### src/rtl/gpio_in_pkg.sv
// Shared constants and helpers for the GPIO input conditioning slice.
// Pure declarations: no latency or flow control of its own.
package gpio_in_pkg;

   localparam int DEBOUNCE_20MS_50MHZ = 1_000_000;
   localparam int DEFAULT_SYNC_STAGES = 2;

   // Width that can hold 0..debounce_cycles.
   function automatic int cnt_width(input int debounce_cycles);
      return $clog2(debounce_cycles + 1);
   endfunction

endpackage

### src/rtl/gpio_in_debounce_if.sv
// Board-input bundle: raw pins and event clears in, conditioned levels, pulses and flags out.
// Wires only: no latency, no backpressure.
interface gpio_in_debounce_if
   import gpio_in_pkg::*;
#(
   parameter int WIDTH = 8
);
   logic [WIDTH-1:0] pins_in;
   logic [WIDTH-1:0] clr_events;
   logic [WIDTH-1:0] level_out;
   logic [WIDTH-1:0] rise_pulse;
   logic [WIDTH-1:0] fall_pulse;
   logic [WIDTH-1:0] event_sticky;

   modport master (
      output pins_in, clr_events,
      input  level_out, rise_pulse, fall_pulse, event_sticky
   );

   modport slave (
      input  pins_in, clr_events,
      output level_out, rise_pulse, fall_pulse, event_sticky
   );
endinterface

### src/rtl/gpio_debounce_chan.sv
// One channel: synchronizer, debounce counter, stable level, edge pulses, sticky flag.
// Latency SYNC_STAGES+DEBOUNCE_CYCLES edges to acceptance, outputs registered; no backpressure.
module gpio_debounce_chan
   import gpio_in_pkg::*;
#(
   parameter int SYNC_STAGES     = DEFAULT_SYNC_STAGES,
   parameter int DEBOUNCE_CYCLES = DEBOUNCE_20MS_50MHZ
) (
   input  logic i_clk,
   input  logic i_rst,
   input  logic i_pin,
   input  logic i_clr,
   output logic o_level,
   output logic o_rise,
   output logic o_fall,
   output logic o_sticky
);
   localparam int CW = cnt_width(DEBOUNCE_CYCLES);
   localparam logic [CW-1:0] CNT_LAST = CW'(DEBOUNCE_CYCLES - 1);

   logic [SYNC_STAGES-1:0] r_sync;
   logic [CW-1:0]          r_cnt;
   logic                   r_stable;
   logic                   r_rise;
   logic                   r_fall;
   logic                   r_sticky;

   logic w_sync_q;
   logic w_mismatch;
   logic w_accept;

   assign w_sync_q   = r_sync[SYNC_STAGES-1];
   assign w_mismatch = (w_sync_q != r_stable);
   assign w_accept   = w_mismatch && (r_cnt == CNT_LAST);

   always_ff @(posedge i_clk or posedge i_rst) begin
      if (i_rst) begin
         r_sync   <= '0;
         r_cnt    <= '0;
         r_stable <= 1'b0;
         r_rise   <= 1'b0;
         r_fall   <= 1'b0;
         r_sticky <= 1'b0;
      end else begin
         r_sync <= {r_sync[SYNC_STAGES-2:0], i_pin};

         // Any return to the stable level restarts the count.
         if (!w_mismatch) begin
            r_cnt <= '0;
         end else if (w_accept) begin
            r_cnt    <= '0;
            r_stable <= w_sync_q;
         end else begin
            r_cnt <= r_cnt + 1'b1;
         end

         r_rise <= w_accept &&  w_sync_q;
         r_fall <= w_accept && !w_sync_q;

         // A new edge outranks a same-cycle clear.
         if (w_accept) begin
            r_sticky <= 1'b1;
         end else if (i_clr) begin
            r_sticky <= 1'b0;
         end
      end
   end

   assign o_level  = r_stable;
   assign o_rise   = r_rise;
   assign o_fall   = r_fall;
   assign o_sticky = r_sticky;

endmodule

### src/rtl/gpio_in_debounce.sv
// Debounces WIDTH asynchronous board inputs into the 50 MHz domain, one channel instance per bit.
// Latency SYNC_STAGES+DEBOUNCE_CYCLES edges, all outputs registered; no backpressure.
module gpio_in_debounce
   import gpio_in_pkg::*;
#(
   parameter int WIDTH           = 8,
   parameter int SYNC_STAGES     = DEFAULT_SYNC_STAGES,
   parameter int DEBOUNCE_CYCLES = DEBOUNCE_20MS_50MHZ
) (
   input  logic                clk_50MHz,
   input  logic                arst,
   gpio_in_debounce_if.slave   bus
);
   logic [WIDTH-1:0] w_level;
   logic [WIDTH-1:0] w_rise;
   logic [WIDTH-1:0] w_fall;
   logic [WIDTH-1:0] w_sticky;

   for (genvar i = 0; i < WIDTH; i++) begin : g_chan
      gpio_debounce_chan #(
         .SYNC_STAGES     (SYNC_STAGES),
         .DEBOUNCE_CYCLES (DEBOUNCE_CYCLES)
      ) u_chan (
         .i_clk    (clk_50MHz),
         .i_rst    (arst),
         .i_pin    (bus.pins_in[i]),
         .i_clr    (bus.clr_events[i]),
         .o_level  (w_level[i]),
         .o_rise   (w_rise[i]),
         .o_fall   (w_fall[i]),
         .o_sticky (w_sticky[i])
      );
   end

   assign bus.level_out    = w_level;
   assign bus.rise_pulse   = w_rise;
   assign bus.fall_pulse   = w_fall;
   assign bus.event_sticky = w_sticky;

endmodule

### src/flat_wrapper.sv
// flat-port wrapper written by rule: the top's interface ports become plain ports
module gpio_in_debounce_flat import gpio_in_pkg::*;
#(
   parameter int WIDTH           = 8,
   parameter int SYNC_STAGES     = DEFAULT_SYNC_STAGES,
   parameter int DEBOUNCE_CYCLES = DEBOUNCE_20MS_50MHZ
)
  (clk_50MHz, arst, bus_pins_in, bus_clr_events, bus_level_out, bus_rise_pulse, bus_fall_pulse, bus_event_sticky);
  gpio_in_debounce_if #(.WIDTH(WIDTH)) bus_i ();
  input  logic clk_50MHz;
  input  logic arst;
  input wire logic [$bits(bus_i.pins_in)-1:0] bus_pins_in;
  input wire logic [$bits(bus_i.clr_events)-1:0] bus_clr_events;
  output wire logic [$bits(bus_i.level_out)-1:0] bus_level_out;
  output wire logic [$bits(bus_i.rise_pulse)-1:0] bus_rise_pulse;
  output wire logic [$bits(bus_i.fall_pulse)-1:0] bus_fall_pulse;
  output wire logic [$bits(bus_i.event_sticky)-1:0] bus_event_sticky;
  assign bus_i.pins_in = bus_pins_in;
  assign bus_i.clr_events = bus_clr_events;
  assign bus_level_out = bus_i.level_out;
  assign bus_rise_pulse = bus_i.rise_pulse;
  assign bus_fall_pulse = bus_i.fall_pulse;
  assign bus_event_sticky = bus_i.event_sticky;
  gpio_in_debounce #(.WIDTH(WIDTH), .SYNC_STAGES(SYNC_STAGES), .DEBOUNCE_CYCLES(DEBOUNCE_CYCLES)) u_core (.clk_50MHz(clk_50MHz), .arst(arst), .bus(bus_i));
endmodule
### config.mk
export PLATFORM = sky130hd
export DESIGN_NAME = gpio_in_debounce_flat
export DESIGN_NICKNAME = d
export VERILOG_FILES = /design/src/rtl/gpio_in_pkg.sv /design/src/rtl/gpio_in_debounce_if.sv /design/src/rtl/gpio_debounce_chan.sv /design/src/rtl/gpio_in_debounce.sv /design/src/flat_wrapper.sv
export SDC_FILE = /design/constraint.sdc
export NUM_CORES = 1
export LEC_CHECK = 0
export ABC_AREA = 0
export ABC_CLOCK_PERIOD_IN_PS = 7980
export BUFFER_PORTS_ARGS = -buffer_cell sky130_fd_sc_hd__buf_4
export CAP_MARGIN = 10
export CORE_UTILIZATION = 40
export CTS_CLUSTER_DIAMETER = 100
export DETAILED_ROUTE_END_ITERATION = 8
export GPL_ROUTABILITY_DRIVEN = 1
export PLACE_DENSITY_LB_ADDON = 0.25
export SYNTH_ARGS = -nofsm -noshare
export SYNTH_HDL_FRONTEND = slang
export SYNTH_SLANG_ARGS = --single-unit
### constraint.sdc
create_clock -name clk_50MHz -period 7.98 [get_ports clk_50MHz]
set_clock_uncertainty 0.2 [all_clocks]
set_input_delay 0.399 -clock clk_50MHz [delete_from_list [all_inputs] [get_ports clk_50MHz]]
set_output_delay 0.399 -clock clk_50MHz [all_outputs]
set_load 0.02 [all_outputs]
; ---- Word level (Yosys, flattened, before mapping)
; Index checks and enable logic that the tools add are counted.
; W data, S select, Z words.
[classes]
add_sub_neg = 8
eq_ne = 16
muxes = 32
reduce_logical = 48
[op_table]
columns = cell, count
row1 = $mux W20, 16
row2 = $add A20 B1 Y20 const B, 8
row3 = $eq A20 B20 Y1 const B, 8
row4 = $logic_and A1 B1 Y1, 24
row5 = $mux W1, 16
row6 = $reduce_and A2 Y1, 8
row7 = $reduce_bool A2 Y1, 8
row8 = $logic_not A1 Y1, 8
row9 = $ne A1 B1 Y1, 8
[totals]
register_bits = 208
inputBits = 18
output_inout_bits = 32
elab_cells = 152

; ---- Depth between registers and ports, before layout
; Gate-level depths: netlist of the first run.
[logic_depth]
depth_word = 4
mapped_depth = 6
mapped_depth_nobuf = 5

; ---- Modules after synthesis
; From an unflattened synthesis of the first run, not the netlist that was laid out.
[hier_totals]
cells_unflattened = 936
area_unflattened_um2 = 9889.5
[by_module_without_submodules]
columns = mod, n_inst, cells_each, area_each_um2, seq_area_each_um2
row1 = gpio_debounce_chan, 8, 117, 1236.2, 650.6

; ---- Worst setup path after synthesis of the first run
; No wires, ideal clock.
[synth_timing]
path_kind = reg-to-reg
start = register u_core.g_chan[4].u_chan.r_cnt[0]
end = register u_core.g_chan[4].u_chan.r_stable
setup_time_ns = 0.125
arrival_time_ns = 1.909
required_time_ns = 7.655
setup_slack_ns = 5.746
path_stages_with_launch = 6
n_path_buf = 0
synth_period_minus_slack_ns = 2.234
cell_sequence = dfrtp_1 > ha_1 > nand3_2 > or4_1 > or3b_4 > mux2_4
[synth_between]
elab_chain_len = 3
[synth_rtl]
columns = element, line_no
row1 = "start, declared", gpio_debounce_chan.sv:22  ; logic [CW-1:0] r_cnt;
row2 = "start signal, assigned", gpio_debounce_chan.sv:54  ; r_cnt <= r_cnt + 1'b1;
row3 = $eq A20 B20 Y1, gpio_debounce_chan.sv:34  ; assign w_accept = w_mismatch && (r_cnt == CNT_LAST);
row4 = $logic_and A1 B1 Y1, gpio_debounce_chan.sv:34
row5 = $reduce_and A2 Y1 (no source line), n/a
row6 = "end signal, assigned", gpio_debounce_chan.sv:52  ; r_stable <= w_sync_q;
row7 = "end, declared", gpio_debounce_chan.sv:23  ; logic r_stable;
; No other way between the ends.
; A chain may end at the register's enable or synchronous reset.

; ---- Worst setup path in the final report of the first run
[layout_timing]
start = register u_core.g_chan[5].u_chan.r_cnt[6]
end = register u_core.g_chan[5].u_chan.r_cnt[18]
[layout_between]
elab_chain_len = 4
elab_cells_between_ends = 5
classes_between = 1 x add/sub / 1 x eq/ne / 2 x mux / 1 x reduce/logical
[layout_rtl]
columns = element, line_no
row1 = "start, declared", gpio_debounce_chan.sv:22
row2 = "start signal, assigned", gpio_debounce_chan.sv:54
row3 = branches (longest 2 deep; another with $add A20 B1 Y20), n/a
row4 = $mux W20 (*), gpio_debounce_chan.sv:50  ; end else if (w_accept) begin
row5 = $mux W20 (*), gpio_debounce_chan.sv:48  ; if (!w_mismatch) begin
; Mark *: on every way between the ends.

==> metrics.cfg, run 1 <==
[run_status]
outcome=complete, no violations

[finish]
postLayoutCoreUtil_pct=46.62
layout_common_cells=dfrtp_1 (208), nor2_1 (151), xnor2_1 (68), nand3_1 (63), buf_4 (55)
nets=1050
stdcell_count=1364
final_common_cell=dfrtp_1
syn2layout_area_growth_pct=14.92
n_antenna_cell=0
layout-drive-gt1-share_pct=12.02

[grt]
grt_antenna_before_repair=0
grt_pass1_wl_um=31790
grt_pass1_vias=6812
grt_usage_pct=14.68
grt_start_max_net_pins=150
grt-ovfl-total=0

[place]
gp_congestion=0.7963
portBuffers=49
dpl.hpwl_um=11400
placed_cells=1304
dp_slack_ns=5.391

[cts]
cts_buffer_depth=3
post_cts_buffers=0
htreeDepth=1
clkTransAtPathRegs_ns=0.06
ctsResizeCount=0
clkSinkCount=208
worstSkewPairLatency_ns=0.51
cts_tree=yes
postCtsHoldBufs=17
cts-root-buf=clkbuf_16
cts_made_buffers=25

[yosys]
yosysWarnings=0
yosysSeqAreaShare_pct=52.92
ys_types=49
synthArstFlopShare_pct=100.0
synth_area_um2=9836
synth_fp_nets=1007
postSynthCellCount=981
ys_seq_elements=208
synth.avg_cell_area_um2=10.03
synth_edf_count=0
ys.flop_type=dfrtp_1

[setup_path]
required_ns=8.15
cpPeakStageDelay_ns=0.54
criticalPathCategory=reg2reg
cp-end-kind=flip-flop
crit_arrival_ns=2.77
slowest_stage=o21ai_1
reg2reg_depth=5
cp-start-kind=flip-flop
crit_fanout=12
cp_cell_sequence=or4_1, or4_4, o21ai_1, buf_4, a21oi_1

[detailed_routing]
vias=6927
drc_errors=0
vias_per_cell=5.078
ant_nets=0
routed_wl_um=17610
avgRoutedWirePerCell_um=12.91
drt_first_iter_violations=389
drtPass1Iterations=4

[worst_hold_path]
hp-class=reg2reg
whs_path_depth=0

[power]
power.total_mw=2.248
p_per_area_nw_per_um2=198.9
ir_drop_mv=0.1391
p_clk_share_pct=48.7
p_int_mw=1.769
power.share.combinational_pct=3.1
seq_power_share_pct=48.2
p_leak_nw=4.724
switchingPower_mw=0.4791
switching_share_pct=21.31

[die]
ios=50
die_h_um=158.8
fp.coreArea_um2=24250
num_rows=57
die_w_um=158.8
dieArea_um2=25220
initial_utilization_pct=40.56

[sta]
slew_viol_final=0
fmax_ghz=0.3849
setup_viol=0
rsz0062_at_grt=no
max_slew_margin_pct=33.01
fin_setup_tns_ns=0
fin_crit_ns=2.598
worst_slew_pin_slew_ns=1.005
final.period_utilization_pct=32.56
layout_setup_ws_ns=5.382
hold_viol_final=0

[flow_run]
maxCapViolCount=0

layout make-up:
class	instances	area, µm²
Clock inverter	8	67.56
Sequential cell	208	5205
Multi-Input combinational cell	676	4138
Clock buffer	35	743.2
Inverter	41	161.4
Timing Repair Buffer	72	583.1
Tap cell	324	405.4
Fill cell	2287	12940
layer usage:
layer	GRT usage, %	vias up	share of wire [%]
li1	-	3482	-
met1	19.66	3348	48
met2	24.28	75	46
met3	2.691	22	3.9
met4	4.060	0	1.7
met5	0	-	0
final timing paths:
kind | start | endpoint | slack (ns)
max reg2reg | u_core.g_chan[5].u_chan.r_cnt[6] | u_core.g_chan[5].u_chan.r_cnt[18] | 5.38
max | u_core.g_chan[5].u_chan.r_cnt[6] | u_core.g_chan[5].u_chan.r_cnt[18] | 5.38
min in group asynchronous | arst | u_core.g_chan[2].u_chan.r_sync[0] | 0.50
max in group asynchronous | arst | u_core.g_chan[4].u_chan.r_cnt[18] | 5.71
min reg2reg | u_core.g_chan[0].u_chan.r_sync[0] | u_core.g_chan[0].u_chan.r_sync[1] | 0.14
min | u_core.g_chan[0].u_chan.r_sync[0] | u_core.g_chan[0].u_chan.r_sync[1] | 0.14
per-stage QoR:
stage | hold slack [ns] | instance area, µm²
3_5_place_dp | 0.1347 | 10320
6_report | 0.1449 | 11300
5_1_grt | 0.1540 | 11300
4_1_cts | 0.1467 | 11300
3_3_place_gp | 0.1331 | 10320
2_1_floorplan | 0.1312 | 9836
Yosys cell counts (5+ instances only):
cell | n | area [µm²]
a21oi_1 | 37 | 185.2
a31o_2 | 7 | 61.31
dfrtp_1 | 208 | 5205
clkbuf_1 | 17 | 63.81
xnor2_1 | 68 | 595.6
or4_1 | 21 | 157.7
nand2_1 | 41 | 153.9
inv_1 | 41 | 153.9
nor3_1 | 25 | 125.1
buf_2 | 7 | 35.03
and4_1 | 16 | 140.1
a21o_1 | 5 | 37.54
xor2_1 | 47 | 411.6
or3_1 | 16 | 100.1
o21ai_0 | 18 | 90.09
and3_1 | 11 | 68.82
nor4_1 | 29 | 181.4
or2_2 | 6 | 37.54
ha_1 | 8 | 100.1
nor2_1 | 151 | 566.8
o31ai_1 | 16 | 120.1
nand3_1 | 63 | 315.3
nand4_1 | 43 | 269.0
buf_4 | 32 | 240.2
power by group through the flow:
stage / sequential, mW / combinational (mW) / clock, mW
global placement: 1.10 / 0.0669 / 0
floorplan: 1.10 / 0.0464 / 0
CTS: 1.08 / 0.0740 / 1.13
detailed placement: 1.10 / 0.0671 / 0
finish: 1.08 / 0.0707 / 1.09
global route: 1.08 / 0.0833 / 1.18
cells by family after synthesis:
family / count (synthesis) / synth area share, %
muxes: 6 / 0.7123
and+or+nand+nor: 455 / 24.41
buffers and inverters: 97 / 5.012
AOI/OAI and AO/OA: 92 / 5.686
adders and majority gates: 8 / 1.018
DFF: 208 / 52.92
xor gates and xnor gates: 115 / 10.24
state kept, by name, indices dropped and copies added (netlist names):
signal	cells
u_core.g_chan.u_chan.o_rise	8
u_core.g_chan.u_chan.r_cnt	160
u_core.g_chan.u_chan.o_level	8
u_core.g_chan.u_chan.o_sticky	8
u_core.g_chan.u_chan.o_fall	8
u_core.g_chan.u_chan.r_sync	16
critical path: cells and delay by family (launching register included):
kind / cells / cell delay, ns
flops: 1 / 0.41
compound gates: 2 / 0.60
buf+inv: 1 / 0.30
simple gates: 2 / 0.96
Note: power is estimated with default switching activity, not from simulation.
==> inputs of run 2 (changes only) <==
--- a/config.mk
+++ b/config.mk
@@ -5,8 +5,8 @@
 export SDC_FILE = /design/constraint.sdc
 export NUM_CORES = 1
 export LEC_CHECK = 0
-export ABC_AREA = 0
-export ABC_CLOCK_PERIOD_IN_PS = 7980
+export ABC_AREA = 1
+export ABC_CLOCK_PERIOD_IN_PS = 2100
 export BUFFER_PORTS_ARGS = -buffer_cell sky130_fd_sc_hd__buf_4
 export CAP_MARGIN = 10
 export CORE_UTILIZATION = 40
==> constraint.sdc (replaced) <==
create_clock -name clk_50MHz -period 2.1 [get_ports clk_50MHz]
set_clock_uncertainty 0.2 [all_clocks]
set_input_delay 0.105 -clock clk_50MHz [delete_from_list [all_inputs] [get_ports clk_50MHz]]
set_output_delay 0.105 -clock clk_50MHz [all_outputs]
set_load 0.02 [all_outputs]
==> metrics.cfg, run 2 <==
[die]
die_h_um=169.1  ; +6.5%
die_w_um=169.1  ; +6.5%
ios=50  ; unchanged
initial_utilization_pct=41.12  ; +0.56 points
num_rows=60  ; +5.3%
fp.coreArea_um2=27180  ; +12%
dieArea_um2=28610  ; +13%

[power]
p_leak_nw=5.998  ; +27%
switchingPower_mw=1.888  ; +290%
power.share.combinational_pct=3.6  ; +0.5 points
ir_drop_mv=0.5015  ; +260%
seq_power_share_pct=47.4  ; -0.8 points
p_per_area_nw_per_um2=675.0  ; +240%
p_clk_share_pct=48.9  ; +0.2 points
switching_share_pct=21.84  ; +0.53 points
p_int_mw=6.758  ; +280%

[finish]
postLayoutCoreUtil_pct=47.14  ; +0.52 points
multi_input_area_um2=4996  ; +21%
largest_reg_flops=160  ; unchanged
layout_common_cells=nor2_1 (318), nand2_1 (268), dfrtp_1 (208), inv_1 (177), nand3_1 (126)
register_area_um2=5205  ; unchanged
nets=1513  ; +44%
n_antenna_cell=0  ; unchanged
syn2layout_area_growth_pct=14.63
layout-drive-gt1-share_pct=12.43  ; +0.41 points
stdcell_count=1877  ; +38%
fill_cells=2690  ; +18%
final_common_cell=nor2_1
top_regs=u_core.g_chan.u_chan.r_cnt: 160 flops, u_core.g_chan.u_chan.r_sync: 16 flops
top_register=u_core.g_chan.u_chan.r_cnt

[detailed_routing]
vias_per_cell=4.664  ; -8.2%
routed_wl_um=21700  ; +23%
vias=8755  ; +26%
drtPass1Iterations=8  ; +4
avgRoutedWirePerCell_um=11.56  ; -10%
drt_first_iter_violations=573  ; +47%
drc_errors=0  ; unchanged
ant_nets=0  ; unchanged

[yosys]
yosysWarnings=0  ; unchanged
synth_top_cells_by_area=dfrtp_1 (47%), nor2_1 (11%), nand2_1 (9.0%), inv_1 (6.0%), nand3_1 (5.6%)
synth_area_um2=11170  ; +14%
yosysSeqAreaShare_pct=46.58  ; -6.3 points
synthArstFlopShare_pct=100.0  ; unchanged
synth_fp_nets=1451  ; +44%
ys.flop_type=dfrtp_1
ys_seq_elements=208  ; unchanged
ys_types=28  ; -43%
yosys.area.top_type=dfrtp_1
synth_common_cells=nor2_1 (318), nand2_1 (268), dfrtp_1 (208)
synth_edf_count=0  ; unchanged
postSynthCellCount=1425  ; +45%
synth.avg_cell_area_um2=7.842  ; -22%
synth.most_common_cell=nor2_1
post-synth-top-area-fraction_pct=46.58  ; -6.3 points

[setup_path]
criticalPathCategory=reg2reg
startpoint=u_core.g_chan[0].u_chan.r_cnt[0]
r2r-end=u_core.g_chan[0].u_chan.r_cnt[0]
critical_path.top_delay_family=simple AND/OR/NAND/NOR gates
cpPeakStageDelay_ns=0.34  ; -0.20 ns
rrSetupSlack_ns=0.31  ; -5.07 ns
required_ns=2.31  ; -5.84 ns
reg2reg_depth=10  ; +5
crit_fanout=11  ; -1
cp-start-kind=flip-flop
worst-path-stages=10  ; +5
cp-end-kind=flip-flop
slowest_stage=dfrtp_1
crit_buf_inv=3  ; +2
crit_end=u_core.g_chan[0].u_chan.r_cnt[0]
reg2reg_from=u_core.g_chan[0].u_chan.r_cnt[0]
crit_arrival_ns=2.00  ; -0.77 ns
cp_cell_sequence=ha_1, nand2_2, nor2_8, inv_2, nor2_2, nand3_2, nand2_2, inv_1, nand2_1, inv_1

[sta]
layout_setup_ws_ns=0.3089  ; -5.073 ns
whs_ns=0.03438  ; -0.1105 ns
fin_setup_tns_ns=0  ; unchanged
max_slew_margin_pct=68.55  ; +36 points
fin_crit_ns=1.791  ; -0.8070 ns
rsz0062_at_grt=no
fmax_ghz=0.5583  ; +45%
final.period_utilization_pct=85.29  ; +53 points
worst_slew_pin_slew_ns=0.4717  ; -0.5331 ns
hold_viol_final=0  ; unchanged
setup_viol=0  ; unchanged
slew_viol_final=0  ; unchanged

[grt]
grt_antenna_before_repair=0  ; unchanged
grt_pass1_vias=8505  ; +25%
grt-ovfl-total=0  ; unchanged
grt_start_max_net_pins=88  ; -41%
grt_usage_pct=15.76  ; +1.1 points
grt_pass1_wl_um=38140  ; +20%

[cts]
worstSkewPairLatency_ns=0.52  ; about the same
post_cts_buffers=0  ; unchanged
clkSinkCount=208  ; unchanged
clkTransAtPathRegs_ns=0.06  ; about the same
cts_buffer_depth=3  ; unchanged
cts_tree=yes
htreeDepth=1  ; unchanged
cts-root-buf=clkbuf_16
cts_made_buffers=25  ; unchanged

[place]
dpl.hpwl_um=15500  ; +36%
gp_congestion=0.8772  ; +10%
portBuffers=49  ; unchanged
dp_slack_ns=0.2883  ; -5.103 ns
placed_cells=1815  ; +39%

[flow_run]
maxCapViolCount=0  ; unchanged

[worst_hold_path]
hp-class=in2reg

[run_status]
outcome=complete, no violations

[run 2: changes by cell type after synthesis, moves of 29 or more]
| cell | delta |
|---|---|
| nand3_1 | +63 |
| nor4_1 | -29 |
| nand2_1 | +227 |
| nor2_1 | +167 |
| inv_1 | +137 |
| xnor2_1 | -35 |
[run 2: layout make-up]
type	count	share of cell area, %
inverters	191	5.626
repair buffers	69	4.669
clock buffers	37	5.861
flip-flops and latches	208	40.63
well taps	372	3.634
clock inverters	8	0.5763
multi-input cells	992	39.00
[run 2: timing repair]
action / in CTS / in global routing
resized for setup: 0 / 0
hold endpoints to repair: 224 / 0
hold buffers: 17 / 0
[run 2: power by group through the flow]
stage                     clock network (mW)  logic, mW  registers (mW)
after floorplan                            0      0.199            4.17
after global placement                     0      0.299            4.17
after detailed placement                   0      0.301            4.17
after CTS                               4.37      0.328            4.10
after global routing                    4.53      0.368            4.11
final                                   4.23      0.315            4.10
[run 2: routing by layer]
metal | global-route usage [%] | vias to the layer above | routed length, µm
li1 | - | 4533 | -
met4 | 4.818 | 0 | 496
met1 | 21.12 | 4052 | 10610
met5 | 0 | - | 0
met2 | 26.36 | 136 | 9791
met3 | 2.239 | 34 | 801
[run 2: kinds of logic (layout without fill, tap and decap cells)]
kind of cell	count (synthesis)	count (layout)	synth area share, %
flops	208	208	46.58
simple gates	851	851	34.92
compound gates	49	49	2.307
xor+xnor	84	84	6.584
buf+inv	225	305	8.711
fa+ha+maj	8	8	0.8958
[run 2: per-stage QoR]
| step | area, µm² | power, mW |
|---|---|---|
| 6_report | 12810 | 8.647 |
| 2_1_floorplan | 11180 | 4.364 |
| 3_3_place_gp | 11820 | 4.468 |
| 4_1_cts | 12810 | 8.803 |
| 3_5_place_dp | 11820 | 4.474 |
| 5_1_grt | 12810 | 9.009 |
[run 2: worst min path at each step]
stage / startpoint / endpoint / slack, ns / cells after the start
final: bus_pins_in[2] / u_core.g_chan[2].u_chan.r_sync[0] / 0.03 / 2
after global routing: bus_pins_in[4] / u_core.g_chan[4].u_chan.r_sync[0] / 0.006 / 2
after CTS: bus_pins_in[7] / u_core.g_chan[7].u_chan.r_sync[0] / 0.01 / 2
after detailed placement: bus_pins_in[7] / u_core.g_chan[7].u_chan.r_sync[0] / 0.02 / 1
after global placement: bus_pins_in[4] / u_core.g_chan[4].u_chan.r_sync[0] / 0.01 / 1
after floorplan: bus_pins_in[0] / u_core.g_chan[0].u_chan.r_sync[0] / -0.06 / 0
==> inputs of run 3 (changes only) <==
--- a/config.mk
+++ b/config.mk
@@ -7,11 +7,11 @@
 export LEC_CHECK = 0
 export ABC_AREA = 1
 export ABC_CLOCK_PERIOD_IN_PS = 2100
-export BUFFER_PORTS_ARGS = -buffer_cell sky130_fd_sc_hd__buf_4
 export CAP_MARGIN = 10
 export CORE_UTILIZATION = 40
 export CTS_CLUSTER_DIAMETER = 100
 export DETAILED_ROUTE_END_ITERATION = 8
+export DONT_BUFFER_PORTS = 1
 export GPL_ROUTABILITY_DRIVEN = 1
 export PLACE_DENSITY_LB_ADDON = 0.25
 export SYNTH_ARGS = -nofsm -noshare
==> metrics.cfg, run 3 (same netlist as run 2, synthesis figures left out) <==
[finish]
final_area_um2=12600  ; -1.7%
final_common_cell=nor2_1
syn2layout_area_growth_pct=12.73
top_register=u_core.g_chan.u_chan.r_cnt
largest_reg_flops=160  ; unchanged
layout-drive-gt1-share_pct=9.407  ; -3.0 points
nets=1476  ; -2.4%
n_antenna_cell=0  ; unchanged
layout_common_cells=nor2_1 (317), nand2_1 (268), dfrtp_1 (208), inv_1 (177), nand3_1 (126)
top_regs=u_core.g_chan.u_chan.r_cnt: 160 flops, u_core.g_chan.u_chan.r_sync: 16 flops

[sta]
fin_crit_ns=1.971  ; +0.1796 ns
setup_viol=0  ; unchanged
slew_viol_final=0  ; unchanged
worst_slew_pin_slew_ns=0.6801  ; +0.2084 ns
rsz0062_at_grt=no
fmax_ghz=0.5074  ; -9.1%
hold_viol_final=0  ; unchanged
max_slew_margin_pct=54.51  ; -14 points
final.period_utilization_pct=93.84  ; +8.6 points

[worst_hold_path]
hp-class=in2reg

[detailed_routing]
drt_first_iter_violations=705  ; +23%
drtPass1Iterations=6  ; -2
drc_errors=0  ; unchanged
vias_per_cell=4.689  ; +0.53%
vias=8623  ; -1.5%
routed_wl_um=22200  ; +2.3%
ant_nets=0  ; unchanged
avgRoutedWirePerCell_um=12.07  ; +4.4%

[place]
gp_congestion=0.8611  ; -1.8%
post_dp_cell_area_um2=11450  ; -3.1%
dpl.hpwl_um=15880  ; +2.5%
portBuffers=0  ; -100%

[die]
ios=50  ; unchanged
die_w_um=169.1  ; unchanged
num_rows=60  ; unchanged
initial_utilization_pct=41.12  ; unchanged
fp.coreArea_um2=27180  ; unchanged
die_h_um=169.1  ; unchanged
dieArea_um2=28610  ; unchanged

[setup_path]
rrSetupSlack_ns=0.13  ; -0.18 ns
crit_fanout=9  ; -2
crit_arrival_ns=2.23  ; +0.23 ns
r2r-end=u_core.g_chan[4].u_chan.o_sticky
crit_end=u_core.g_chan[4].u_chan.o_sticky
cp-end-kind=flip-flop
reg2reg_from=u_core.g_chan[4].u_chan.r_cnt[1]
reg2reg_depth=6  ; -4
cp-start-kind=flip-flop
startpoint=u_core.g_chan[4].u_chan.r_cnt[1]
criticalPathCategory=reg2reg
required_ns=2.36  ; +0.05 ns

[cts]
clkSinkCount=208  ; unchanged
clkTransAtPathRegs_ns=0.06  ; about the same
worstSkewPairLatency_ns=0.52  ; about the same
cts_made_buffers=25  ; unchanged
cts_buffer_depth=3  ; unchanged
post_cts_buffers=0  ; unchanged
htreeDepth=1  ; unchanged
cts-root-buf=clkbuf_16
cts_tree=yes

[grt]
grt_antenna_before_repair=0  ; unchanged
grt-ovfl-total=0  ; unchanged
grt_pass1_wl_um=38960  ; +2.1%
grt_pass1_vias=8372  ; -1.6%
grt_usage_pct=16.16  ; +0.40 points
grt_start_max_net_pins=68  ; -23%

[run_status]
outcome=complete, no violations

[power]
power.total_mw=8.856  ; +2.4%
p_per_area_nw_per_um2=703.0  ; +4.2%
p_leak_nw=5.803  ; -3.2%
ir_drop_mv=0.5970  ; +19%

[flow_run]
maxCapViolCount=0  ; unchanged

-- run 3: cell types whose count changed in the layout (fill, tap and decap cells not counted), sizes merged --
| cell | change |
|---|---|
| clkbuf | -2 |
| clkinv | -1 |
| bufinv | +3 |
| dlygate4sd3 | +10 |
| clkinvlp | -1 |
| buf | -47 |
-- run 3: worst max-delay path, stage by stage, from the launching register on --
cell and delay [ns]:
dfrtp_1 0.37, ha_1 0.23, nand3_4 0.14, nor2_4 0.15, nand3_4 0.15, o21ai_0 0.11
dlygate4sd3_1 0.56
-- run 3: stage by stage --
step	hold WS, ns	TNS [ns]	std cells	util (%)	worst slack [ns]
detailed placement	-0.1696	0	1768	42.13	0.2835
CTS	0.005805	0	1839	46.27	0.02622
finish	0.02363	0	1839	46.35	0.1293
global route	0.01099	0	1839	46.35	0.01914
floorplan	-0.06357	-188.29	1425	-	-0.9052
global placement	-0.1746	0	1768	42.13	0.3260
-- run 3: power breakdown --
part	total, mW	internal, mW	switching [mW]
combinational	0.305	0.102	0.203
sequential	4.10	4.06	0.0391
clock	4.45	2.81	1.64
-- run 3: worst min path at each step --
stage	start	end	slack, ns	cells after the start
5_1_grt	bus_clr_events[7]	u_core.g_chan[7].u_chan.o_sticky	0.01	2
2_1_floorplan	bus_pins_in[0]	u_core.g_chan[0].u_chan.r_sync[0]	-0.06	0
3_5_place_dp	arst	u_core.g_chan[5].u_chan.r_sync[0]	-0.17	1
3_3_place_gp	arst	u_core.g_chan[5].u_chan.r_sync[0]	-0.17	1
4_1_cts	bus_clr_events[7]	u_core.g_chan[7].u_chan.o_sticky	0.006	2
6_report	bus_clr_events[3]	u_core.g_chan[3].u_chan.o_sticky	0.02	2
-- run 3: cell type report --
type / instances / area [µm²]
fill: 2694 / 14580
sequential: 208 / 5205
multi-input combinational: 992 / 5019
inverter: 191 / 720.7
clock buffer: 35 / 703.2
tap: 372 / 465.4
timing repair buffer: 32 / 332.8
clock inverter: 9 / 151.4
-- run 3: repair_timing --
item | CTS | global route
endpoints found under the setup margin | 0 | 1
hold buffers | 27 | 0
endpoints found under the hold margin | 224 | 0
gates resized for setup | 0 | 4
-- run 3: metal layers --
layer | vias to the layer above | wire (µm) | GRT usage (%)
met5 | - | 0 | 0
met3 | 34 | 790 | 2.542
met2 | 145 | 9919 | 26.18
met4 | 0 | 489 | 4.622
li1 | 4458 | - | -
met1 | 3986 | 11000 | 22.34
